`src/rtl/pc_fetch_ctrl_if.sv`:
```
// Instruction-memory fetch port of the IF stage: request/address/ready handshake
// plus the "accepted fetch is valid" strobe towards IF/ID.
interface pc_fetch_ctrl_if;
   logic        imem_req_o;
   logic [31:0] imem_addr_o;
   logic        imem_ready_i;
   logic        instr_valid_o;

   modport master (
      output imem_req_o,
      output imem_addr_o,
      output instr_valid_o,
      input  imem_ready_i
   );

   modport slave (
      input  imem_req_o,
      input  imem_addr_o,
      input  instr_valid_o,
      output imem_ready_i
   );
endinterface

```
`src/rtl/pc_fetch_ctrl.sv`:
```
// IF-stage PC owner and fetch sequencer: sequential / EX / MEM redirect selection,
// stall handling, imem handshake and redirect flush. Optional hang watchdog: PC_WATCHDOG_EN.
module pc_fetch_ctrl #(
   parameter logic [31:0] RESET_PC       = 32'h0000_0000,
   parameter int unsigned WATCHDOG_LIMIT = 4
) (
   input  logic                   clk,
   input  logic                   reset,
   input  logic                   pc_en_i,
   input  logic                   redirect_ex_i,
   input  logic [31:0]            target_ex_i,
   input  logic                   redirect_mem_i,
   input  logic [31:0]            target_mem_i,
   pc_fetch_ctrl_if.master        imem,
   output logic [31:0]            pc_reg_o,
   output logic                   if_flush_o,
   output logic                   misalign_o,
   output logic                   pc_hang_o
);

   typedef enum logic [1:0] {S_BOOT, S_FETCH, S_WAIT} state_t;

   // The hang counter is 3 bits wide, so the limit must be reachable by it.
   if (WATCHDOG_LIMIT < 1 || WATCHDOG_LIMIT > 7) begin : g_bad_limit
      $error("WATCHDOG_LIMIT must be in 1..7");
   end

   state_t      state_q;
   logic [31:0] pc_q, pc_nxt, pc_inc, redirect_tgt;
   logic        redirect_any, accept;

   // Redirect target parked while a fetch is stuck waiting for imem_ready_i.
   logic        pend_v, pend_mem, pend_mis;
   logic [29:0] pend_t;
   logic        pend_v_nxt, pend_mem_nxt, pend_mis_nxt;
   logic [29:0] pend_t_nxt;

   assign redirect_any     = redirect_mem_i | redirect_ex_i;
   assign redirect_tgt     = redirect_mem_i ? target_mem_i : target_ex_i;
   assign pc_inc           = pc_q + 32'd4;
   assign accept           = imem.imem_req_o & imem.imem_ready_i;
   assign pc_reg_o         = pc_q;
   assign imem.imem_addr_o = pc_q;

   // NOTE: every signal written in always_comb gets a default first, so no latch is inferred.
   always_comb begin
      pend_v_nxt   = pend_v;
      pend_t_nxt   = pend_t;
      pend_mem_nxt = pend_mem;
      pend_mis_nxt = pend_mis;
      if (state_q == S_WAIT) begin
         if (redirect_mem_i) begin
            pend_v_nxt   = 1'b1;
            pend_t_nxt   = target_mem_i[31:2];
            pend_mem_nxt = 1'b1;
            pend_mis_nxt = |target_mem_i[1:0];
         end else if (redirect_ex_i && !(pend_v && pend_mem)) begin
            pend_v_nxt   = 1'b1;
            pend_t_nxt   = target_ex_i[31:2];
            pend_mem_nxt = 1'b0;
            pend_mis_nxt = |target_ex_i[1:0];
         end
      end
   end

   always_comb begin
      imem.imem_req_o    = 1'b0;
      imem.instr_valid_o = 1'b0;
      pc_nxt             = pc_q;
      unique case (state_q)
         S_FETCH: begin
            imem.imem_req_o    = pc_en_i;
            imem.instr_valid_o = pc_en_i & imem.imem_ready_i & ~redirect_any;
            if (redirect_any && !(pc_en_i && !imem.imem_ready_i))
               pc_nxt = {redirect_tgt[31:2], 2'b00};
            else if (!redirect_any && pc_en_i && imem.imem_ready_i)
               pc_nxt = pc_inc;
         end
         S_WAIT: begin
            imem.imem_req_o    = 1'b1;
            imem.instr_valid_o = imem.imem_ready_i & ~pend_v_nxt;
            if (imem.imem_ready_i)
               pc_nxt = pend_v_nxt ? {pend_t_nxt, 2'b00} : pc_inc;
         end
         default: ;
      endcase
   end

   // NOTE: sequential state uses non-blocking assignments only, so every register samples pre-edge values.
   always_ff @(posedge clk or negedge reset) begin
      if (!reset) begin
         state_q    <= S_BOOT;
         pc_q       <= RESET_PC;
         pend_v     <= 1'b0;
         pend_t     <= '0;
         pend_mem   <= 1'b0;
         pend_mis   <= 1'b0;
         if_flush_o <= 1'b0;
         misalign_o <= 1'b0;
      end else begin
         pc_q       <= pc_nxt;
         if_flush_o <= 1'b0;
         misalign_o <= 1'b0;
         unique case (state_q)
            S_BOOT: state_q <= S_FETCH;
            S_FETCH: begin
               if (imem.imem_req_o && !imem.imem_ready_i) begin
                  state_q  <= S_WAIT;
                  pend_v   <= redirect_any;
                  pend_t   <= redirect_tgt[31:2];
                  pend_mem <= redirect_mem_i;
                  pend_mis <= |redirect_tgt[1:0];
               end else if (redirect_any) begin
                  if_flush_o <= 1'b1;
                  misalign_o <= |redirect_tgt[1:0];
               end
            end
            S_WAIT: begin
               if (imem.imem_ready_i) begin
                  state_q    <= S_FETCH;
                  pend_v     <= 1'b0;
                  if_flush_o <= pend_v_nxt;
                  misalign_o <= pend_v_nxt & pend_mis_nxt;
               end else begin
                  pend_v   <= pend_v_nxt;
                  pend_t   <= pend_t_nxt;
                  pend_mem <= pend_mem_nxt;
                  pend_mis <= pend_mis_nxt;
               end
            end
            default: state_q <= S_BOOT;
         endcase
      end
   end

`ifdef PC_WATCHDOG_EN
   logic [2:0] wd_cnt;
   logic       hang_q;

   always_ff @(posedge clk or negedge reset) begin
      if (!reset) begin
         wd_cnt <= '0;
         hang_q <= 1'b0;
      end else if (state_q != S_BOOT && pc_nxt == pc_q) begin
         if (wd_cnt != 3'd7) wd_cnt <= wd_cnt + 3'd1;
         if (32'(wd_cnt) + 32'd1 >= WATCHDOG_LIMIT) hang_q <= 1'b1;
      end else begin
         wd_cnt <= '0;
      end
   end

   assign pc_hang_o = hang_q;
`else
   assign pc_hang_o = 1'b0;
`endif

endmodule

```
`src/flat_wrapper.sv`:
```
// flat-port wrapper written by rule: the top's interface ports become plain ports
module pc_fetch_ctrl_flat 
#(
   parameter logic [31:0] RESET_PC       = 32'h0000_0000,
   parameter int unsigned WATCHDOG_LIMIT = 4
)
  (clk, reset, pc_en_i, redirect_ex_i, target_ex_i, redirect_mem_i, target_mem_i, pc_reg_o, if_flush_o, misalign_o, pc_hang_o, imem_imem_req_o, imem_imem_addr_o, imem_instr_valid_o, imem_imem_ready_i);
  pc_fetch_ctrl_if imem_i ();
  input  logic clk;
  input  logic reset;
  input  logic pc_en_i;
  input  logic redirect_ex_i;
  input  logic [31:0] target_ex_i;
  input  logic redirect_mem_i;
  input  logic [31:0] target_mem_i;
  output logic [31:0] pc_reg_o;
  output logic if_flush_o;
  output logic misalign_o;
  output logic pc_hang_o;
  output wire logic [$bits(imem_i.imem_req_o)-1:0] imem_imem_req_o;
  output wire logic [$bits(imem_i.imem_addr_o)-1:0] imem_imem_addr_o;
  output wire logic [$bits(imem_i.instr_valid_o)-1:0] imem_instr_valid_o;
  input wire logic [$bits(imem_i.imem_ready_i)-1:0] imem_imem_ready_i;
  assign imem_imem_req_o = imem_i.imem_req_o;
  assign imem_imem_addr_o = imem_i.imem_addr_o;
  assign imem_instr_valid_o = imem_i.instr_valid_o;
  assign imem_i.imem_ready_i = imem_imem_ready_i;
  pc_fetch_ctrl #(.RESET_PC(RESET_PC), .WATCHDOG_LIMIT(WATCHDOG_LIMIT)) u_core (.clk(clk), .reset(reset), .pc_en_i(pc_en_i), .redirect_ex_i(redirect_ex_i), .target_ex_i(target_ex_i), .redirect_mem_i(redirect_mem_i), .target_mem_i(target_mem_i), .imem(imem_i), .pc_reg_o(pc_reg_o), .if_flush_o(if_flush_o), .misalign_o(misalign_o), .pc_hang_o(pc_hang_o));
endmodule
```
`config.mk`:
```
export PLATFORM = sky130hd
export DESIGN_NAME = pc_fetch_ctrl_flat
export DESIGN_NICKNAME = d
export VERILOG_FILES = /design/src/rtl/pc_fetch_ctrl_if.sv /design/src/rtl/pc_fetch_ctrl.sv /design/src/flat_wrapper.sv
export SDC_FILE = /design/constraint.sdc
export NUM_CORES = 1
export LEC_CHECK = 0
export ABC_AREA = 1
export BUFFER_PORTS_ARGS = -buffer_cell sky130_fd_sc_hd__buf_2
export CAP_MARGIN = 0
export CORE_MARGIN = 1.5
export CORE_UTILIZATION = 40
export DETAILED_ROUTE_END_ITERATION = 7
export SLEW_MARGIN = 10
export SYNTH_ARGS = -nofsm -noshare
export SYNTH_HDL_FRONTEND = slang
export SYNTH_SLANG_ARGS = --single-unit
```
`constraint.sdc`:
```
create_clock -name clk -period 1.9 [get_ports clk]
set_input_delay 0.095 -clock clk [delete_from_list [all_inputs] [get_ports clk]]
set_output_delay 0.095 -clock clk [all_outputs]
set_load 0.02 [all_outputs]
```
# After elaboration in Yosys (flattened, before gate mapping)
# Cells that the tools add are included.
# Widths: inputs -> output; s select.
[op_classes]
add_sub_neg = 1
multipliers = 0
n_div = 0
magnitude_cmp = 0
n_eq_ne = 7
shift = 0
mux = 41
bitwise = 7
n_reduce_logical = 21
[op_table]
columns = ["operator", "n"]
rows = [
  ["$mux 32", 5],
  ["$mux 30", 4],
  ["$pmux 32 s2", 1],
  ["$pmux 30 s2", 1],
  ["$add 32x3->32 const B", 1],
  ["$mux 1", 20],
  ["$pmux 1 s2", 7],
  ["$logic_and 1x1->1", 7],
  ["$pmux 2 s3", 1],
  ["$reduce_and 3->1", 2],
  ["$reduce_or 2->1", 3],
  ["$and 1x1->1", 4],
  ["$logic_not 1->1", 4],
  ["$mux 2", 2],
  ["$ne 2x2->1 const B", 2],
  ["$reduce_and 2->1", 2],
  ["$reduce_and 4->1", 1],
  ["$ne 3x1->1 const B", 1],
  ["$ne 3x3->1 const B", 1],
  ["$eq 2x1->1 const B", 1],
  ["$eq 2x2->1 const B", 1],
  ["$logic_not 2->1", 1],
  ["$ne 2x1->1 const B", 1],
  ["$not 1->1", 2],
  ["other kinds (2)", 2],
]
[word_totals]
register_bits = 69
latch_bits = 0
mem_bits_rw = 0
mem_bits_ro = 0
memories = 0

# Logic depth before layout (Yosys ltp)
# Gate-level depths: netlist (run 1).
[logic_depth]
ltp_word = 9
mapped_depth = 13
mapped_depth_nobuf = 12

# Worst setup path after synthesis (run 1)
# Ideal clock, no wire load.
[synth_path]
kind = "register to register"
startpoint = "register u_core.state_q[0]"
endpoint = "register u_core.pend_t[4]"
setup_time_ps = 126
t_arrival_ps = 1798
setup_slack_ps = -24
path_stages_with_launch = 13
synth_period_minus_slack_ps = 1924
path_cell_list = "dfrtp_1 -> inv_1 -> ha_1 -> buf_4 -> inv_2 -> a21oi_2 -> nand2_1 -> nand2_1 -> nand2_2 -> inv_2 -> buf_4 -> buf_2 -> o22ai_1"
[synth_via]
elab_chain_len = 5
elab_cells_between_ends = 9
classes_between = "eq/ne: 4; mux: 2; reduce/logical: 3"
[synth_lines]
columns = ["item", "line_no", "rtl"]
rows = [
  ["start: declaration", "pc_fetch_ctrl.sv:28", "state_t state_q;"],
  ["start signal: assignment", "pc_fetch_ctrl.sv:92", "state_q <= S_BOOT;"],
  ["start signal: assignment", "pc_fetch_ctrl.sv:105", "S_BOOT: state_q <= S_FETCH;"],
  ["start signal: assignment", "pc_fetch_ctrl.sv:108", "state_q <= S_WAIT;"],
  ["$eq 2x2->1 or $eq 2x1->1 (tied branches)", "pc_fetch_ctrl.sv:70", "unique case (state_q)"],
  ["$pmux 1 s2 (*)", "pc_fetch_ctrl.sv:70", ""],
  ["named net imem_imem_req_o", "flat_wrapper.sv:20", "output wire logic [$bits(imem_i.imem_req_o)-1:0] imem_imem_req_o;"],
  ["$logic_and 1x1->1 (*)", "pc_fetch_ctrl.sv:107", "if (imem.imem_req_o && !imem.imem_ready_i) begin"],
  ["$ne 2x1->1 (no line) (*)", "-", ""],
  ["$reduce_and 3->1 (no line) (*)", "-", ""],
  ["end signal: assignment", "pc_fetch_ctrl.sv:110", "pend_t <= redirect_tgt[31:2];"],
  ["end signal: assignment", "pc_fetch_ctrl.sv:126", "pend_t <= pend_t_nxt;"],
  ["end: declaration", "pc_fetch_ctrl.sv:34", "logic [29:0] pend_t;"],
]
# Mark *: on every way through the listed nets, which the timed path passes. The rest lies on a longest branch.
# A chain may end at the register's enable or synchronous reset.

# Final worst setup path (run 1)
[layout_path]
startpoint = "register u_core.state_q[0]"
endpoint = "output port imem_instr_valid_o"
[layout_via]
elab_chain_len = 5
elab_cells_between_ends = 6
classes_between = "eq/ne: 2; mux: 2; bitwise: 2"
[layout_lines]
columns = ["item", "line_no", "rtl"]
rows = [
  ["$eq 2x2->1", "pc_fetch_ctrl.sv:51, pc_fetch_ctrl.sv:70", ""],
  ["$mux 1", "pc_fetch_ctrl.sv:51", "if (state_q == S_WAIT) begin"],
  ["$not 1->1", "pc_fetch_ctrl.sv:81", "imem.instr_valid_o = imem.imem_ready_i & ~pend_v_nxt;"],
  ["$and 1x1->1", "pc_fetch_ctrl.sv:81", ""],
  ["$pmux 1 s2 (*)", "pc_fetch_ctrl.sv:70", ""],
  ["end: declaration", "flat_wrapper.sv:22", "output wire logic [$bits(imem_i.instr_valid_o)-1:0] imem_instr_valid_o;"],
]
# Every way passes the cells marked *; elsewhere a longest branch is shown, timed or not.

==> results of run 1 <==
state kept, by name (all words and copies together) (netlist names):
register                 count
u_core.pend_t               30
u_core.pend_mem              1
u_core.misalign_o            1
u_core.imem.imem_addr_o     30
u_core.pend_mis              1
u_core.if_flush_o            1
u_core.pend_v                1
u_core.state_q               2
worst paths after layout:
kind                                             from                          end  slack (ns)
max in group asynchronous                       reset   u_core.imem.imem_addr_o[8]        1.25
max                                 u_core.state_q[0]           imem_instr_valid_o        0.09
min                                     redirect_ex_i                u_core.pend_v        0.14
max reg2reg                u_core.imem.imem_addr_o[3]  u_core.imem.imem_addr_o[27]        0.15
min reg2reg                           u_core.pend_mem              u_core.pend_mem        0.49
min in group asynchronous                       reset            u_core.pend_t[24]        0.31
final cells by class:
class	count	share of cell area (%)
sequential	67	22.5
clock buffer	14	3.40
inverter	89	4.57
timing repair buffer	183	17.2
tap	184	3.08
clock inverter	2	0.469
multi-input combinational	776	48.7
metrics by stage:
stage               power, mW  setup slack (ns)
CTS                      13.5           0.00422
finish                   13.9            0.0898
detailed placement       11.4            0.0646
global placement         11.3            0.0895
global route             15.1          0.000239
floorplan                8.95            0.0369
where the power goes:
group	leakage, nW	switching, mW	internal, mW
Clock	0.141	0.648	1.05
Combinational	2.81	5.83	3.49
Sequential	0.802	0.691	2.19
critical path: stages (launching register included):
cell and delay [ns]:
dfrtp_1 0.40, inv_2 0.09, ha_4 0.19, buf_12 0.14, nand2_1 0.06, inv_2 0.08
nand2_2 0.07, a21oi_2 0.19, buf_6 0.14
logic make-up after synthesis:
group           after synthesis
flops                        67
fa+ha+maj                     5
xor+xnor                      7
simple gates                576
compound gates              183
buf+inv                     178
other cells                   1
layout by cell type (no fill, tap or decap), types with 10 or more instances in the layout:
master and instances:
nor2_1 93, clkbuf_16 12, dfrtp_1 62, o21ai_0 71, nand2_1 314, buf_2 132, nand3b_1 15, buf_4 31
inv_1 71, nand3_1 127, a21boi_0 17, a21oi_1 66, buf_12 10
per-layer routing:
metal | vias up | wire [um]
li1 | 3468 | -
met1 | 3275 | 9290
met2 | 260 | 10700
met3 | 48 | 1060
met4 | 0 | 707
met5 | - | 0
repair_timing:
action	in CTS	in global routing
buffers inserted	2	4
gates cloned	2	3
hold buffers	1	0
setup endpoints to repair	1	55
resized for setup	5	31
endpoints found under the hold margin	67	0
pin swaps	2	2
==> impl_metrics.csv, run 1 <==
group,metric,value,unit
synth,synthCells,1017,
timing,fin_worst_skew,0.00391,ns
synth,synth_top_family_by_area,"simple AND/OR/NAND/NOR gates",
drt,wl_per_cell,16.6,um
layout,multi_input_area,3640,sq um
timing,maxSlewViolCount,0,
drt,ant_nets,0,
drt,wirelength,21.8,mm
floorplan,fp.dieArea,16000,sq um
drt,drcViolationCount,0,
cts,cts.sinks,67,
run,maxCapViolCount,0,
floorplan,core,14700,sq um
synth,synth_top_area_share,27.5,%
floorplan,die_w,127,um
global_route,gr-usage-met2,47.0,%
global_route,gr-total-overflow,0,
global_route,met3_usage,4.22,%
synth,syn_avg_cell_area,6.00,sq um
layout,num_antenna_cells,0,
global_route,grt_first_pass_wirelength,33.7,mm
setup_path,arrival,1.72,ns
placement,gp_congestion,0.928,
drt,viasPerCell,5.36,
synth,synth.area.mux_share,0,%
drt,drt-pass1-iter-count,7,
cts,numCtsBuffers,9,
synth,synth_xor_area_share,1.00,%
layout,postLayoutCoreUtil,50.9,%
setup_path,required,1.80,ns
drt,num_vias,7051,
layout,synthToLayoutAreaGrowth,22.4,%
setup_path,r2r_cells,13,
placement,placed_cells_incl_taps,1288,
timing,worstMarginPinSlew,0.499,ns
cts,cts_tree,"built",
setup_path,start_kind,"register",
synth,synth_ff_type,"dfrtp_1",
synth,synth_compound_area_share,16.5,%
timing,clock.fmax,552,MHz
synth,ys_ff_latch,67,
synth,synth_cell_type_count,34,
timing,finalCritPeriodShare,95.3,%
synth,synth_area_leader_cell,"dfrtp_1",
timing,grt_setup_unrepaired,"false",
layout,nNetsFinal,1201,
timing,setup_tns,0,ns
power,leakage,3.75,nW
floorplan,initial_core_util,41.5,%
floorplan,num_io_pins,139,
cts,htreeDepth,3,
synth,synthAdderAreaFrac,1.02,%
setup_path,end_kind,"primary output",
worst_hold_path,hold_class,"input port to register",
layout,final_layout_size_suffix_gt1_share,20.9,%
synth,synth_warnings,0,
floorplan,chipHeight,127,um
global_route,grt-busiest-layer,"met2",
synth,yosys-top-cells-area,"dfrtp_1, nand2_1, nand3_1",
setup_path,path_class,"register to primary output",
cts,path_clk_slew,0.06,ns
global_route,track_usage,27.0,%
cts,worstSkewPairLatency,0.34,ns
floorplan,rows,44,
global_route,grt_pass1_vias,6398,
placement,dpl_cell_area,6910,sq um
drt,drt_iter0_drc,579,
outcome,status,"completed",
global_route,grt_max_degree,68,
power,irDropWorstVdd,0.00124,V
synth,postSynth.asyncResetShare,100,%
setup_path,worst-path-max-fanout,11,
synth,yosys.area_share.simple,39.9,%
synth,synth_edf_count,0,
power,powerDensity,1860,nW/um^2
global_route,use_met1,33.7,%
cts,cts_buffer_depth,2,
synth,syn-cell-area,6110,sq um
layout,fin_area,7470,sq um
layout,fill_cells,1529,
timing,finalSetupViolCount,0,
synth,yosys-top-cells-count,"nand2_1, nand3_1, nor2_1",
timing,post-route-min-period,1.81,ns
synth,yosysSeqAreaShare,27.5,%
worst_hold_path,holdPathStages,3,
global_route,antenna_found_initial,0,
synth,yosysMostFrequentCell,"nand2_1",
cts,root_buffer,"clkbuf_16",
timing,holdWs,0.143,ns
layout,seq_area,1680,sq um
timing,hold_viol,0,
placement,port_buffers,133,
placement,dp_hpwl,15.3,mm
timing,slew_headroom,66.4,%
layout,fin_cells,1315,
No activity file was read; power rests on OpenSTA's default activity.
==> inputs of run 2 (changes only) <==
==> constraint.sdc (replaced) <==
create_clock -name clk -period 2.25 [get_ports clk]
set_input_delay 0.1125 -clock clk [delete_from_list [all_inputs] [get_ports clk]]
set_output_delay 0.1125 -clock clk [all_outputs]
set_load 0.02 [all_outputs]
==> impl_metrics.csv, run 2 (synthesized netlist as in run 1, its figures left out) <==
group,metric,value,unit
floorplan,num_io_pins,139,
cts,numCtsBuffers,9,
setup_path,cp_num_buf_inv,4,
placement,placed_cells_incl_taps,1272,
setup_path,arrival,2.00,ns
power,leakage,3.56,nW
power,p_int,4.94,mW
cts,cts_buffer_depth,2,
power,p_sw_share,53.9,%
timing,finalCritPeriodShare,93.7,%
power,p_comb_share,64.5,%
timing,finalSetupViolCount,0,
setup_path,worst-path-max-fanout,31,
timing,hold_viol,0,
drt,drcViolationCount,0,
drt,ant_nets,0,
drt,viasPerCell,5.32,
layout,fin_area,7030,sq um
drt,drt_iter0_drc,501,
placement,dpl_cell_area,6750,sq um
setup_path,start_kind,"register",
worst_hold_path,hold_class,"input port to register",
cts,cts_tree,"built",
floorplan,chipHeight,127,um
timing,clock.fmax,474,MHz
layout,fin_cells,1288,
drt,wl_per_cell,16.0,um
placement,dp_slack,0.217,ns
setup_path,cp_slowest_cell,"dfrtp_1",
power,powerDensity,1520,nW/um^2
global_route,grt_max_degree,61,
floorplan,initial_core_util,41.5,%
timing,grt_setup_unrepaired,"false",
cts,htreeDepth,3,
floorplan,core,14700,sq um
timing,post-route-min-period,2.11,ns
timing,worstMarginPinSlew,0.575,ns
layout,layout_common_cells,"nand2_1, buf_2, nand3_1",
layout,synthToLayoutAreaGrowth,15.2,%
cts,cts.sinks,67,
global_route,track_usage,26.4,%
power,clkPwrFrac,12.4,%
drt,drt-pass1-iter-count,5,
floorplan,rows,44,
drt,wirelength,20.6,mm
layout,layout_commonest_cell,"nand2_1",
timing,maxSlewViolCount,0,
global_route,antenna_found_initial,0,
timing,fin_ws,0.142,ns
cts,post_cts_buffers,0,
layout,fill_cells,1625,
cts,root_buffer,"clkbuf_16",
placement,dp_hpwl,14.9,mm
setup_path,path_class,"register to primary output",
floorplan,fp.dieArea,16000,sq um
floorplan,die_w,127,um
global_route,grt_first_pass_wirelength,32.8,mm
setup_path,crit_chain,"inv_1 > ha_2 > buf_4 > a21oi_4 > buf_12 > nand2_1 > a21oi_1 > buf_2",
cts,worstSkewPairLatency,0.35,ns
placement,port_buffers,133,
layout,num_antenna_cells,0,
timing,fin_worst_skew,0.00815,ns
timing,setup_tns,0,ns
cts,path_clk_slew,0.06,ns
layout,nNetsFinal,1175,
setup_path,end_kind,"primary output",
global_route,grt_pass1_vias,6330,
timing,slew_headroom,61.3,%
setup_path,required,2.14,ns
placement,gp_congestion,0.877,
drt,num_vias,6854,
layout,final_layout_size_suffix_gt1_share,17.3,%
setup_path,cpLargestDelayFamily,"buffers and inverters",
power,seqPwrFrac,23.1,%
run,maxCapViolCount,0,
power,power.switching,5.76,mW
outcome,status,"completed",
setup_path,slowest_delay,0.37,ns
power,p_total,10.7,mW
power,irDropWorstVdd,0.000837,V
global_route,gr-total-overflow,0,
-- run 2: cell count changes in the layout (fill, tap and decap cells not counted), sizes merged --
cell,before,now
bufbuf,2,0
inv,81,82
bufinv,1,0
buf,177,156
clkinv,9,10
clkbuf,17,12
-- run 2: routing by layer --
layer	GRT usage [%]	share of wire [%]	vias to the layer above	wire [um]
met4	10.2	3.7	0	754
met1	31.7	41	3152	8430
met2	46.2	49	245	10200
met5	0	0	-	0
li1	-	-	3416	-
met3	5.57	6.0	41	1250
-- run 2: area by class of cell --
class / count / area, sq um / share of cell area [%]
multi-input combinational: 776 / 3590 / 51.1
sequential: 67 / 1680 / 23.8
inverter: 89 / 334 / 4.75
tap: 184 / 230 / 3.27
clock buffer: 12 / 246 / 3.51
clock inverter: 3 / 15.0 / 0.214
timing repair buffer: 157 / 936 / 13.3
-- run 2: worst register-to-register path: stages (launching register included) --
cell	delay [ns]
dfrtp_1	0.43
ha_1	0.26
nand2_1	0.09
nor2_2	0.19
nand2_1	0.17
nor2_1	0.25
nand2_1	0.09
nand2_1	0.08
nand3_1	0.08
nand2_1	0.08
nand2_1	0.05
nand2_1	0.05
nand2_1	0.04
-- run 2: worst paths after layout --
path,startpoint,to,slack [ns],cells past startpoint
setup reg to reg,u_core.imem.imem_addr_o[3],u_core.imem.imem_addr_o[24],0.28,12
min in group asynchronous,reset,u_core.pend_t[19],0.29,2
hold / removal,target_mem_i[21],u_core.pend_t[19],0.16,5
max in group asynchronous,reset,u_core.imem.imem_addr_o[14],1.29,3
hold reg to reg,u_core.pend_t[5],u_core.pend_t[5],0.49,2
setup / recovery,u_core.state_q[0],imem_instr_valid_o,0.14,8
-- run 2: through the flow --
stage	util (%)	hold WS [ns]
final	47.8	0.158
after global routing	47.8	0.195
after CTS	47.8	0.154
after detailed placement	45.9	0.129
after global placement	45.9	0.139
after floorplan	-	-0.183
-- run 2: timing repair --
item	CTS	global route
endpoints found under the setup margin	1	2
hold buffers	1	0
gates resized for setup	1	3
endpoints found under the hold margin	19	0
-- run 2: power by group through the flow --
stage | clock network (mW) | registers (mW) | logic (mW)
2_1_floorplan | 0 | 2.65 | 4.89
3_3_place_gp | 0 | 2.49 | 6.82
3_5_place_dp | 0 | 2.50 | 6.85
4_1_cts | 1.35 | 2.48 | 6.89
5_1_grt | 1.40 | 2.57 | 7.77
6_report | 1.32 | 2.47 | 6.90
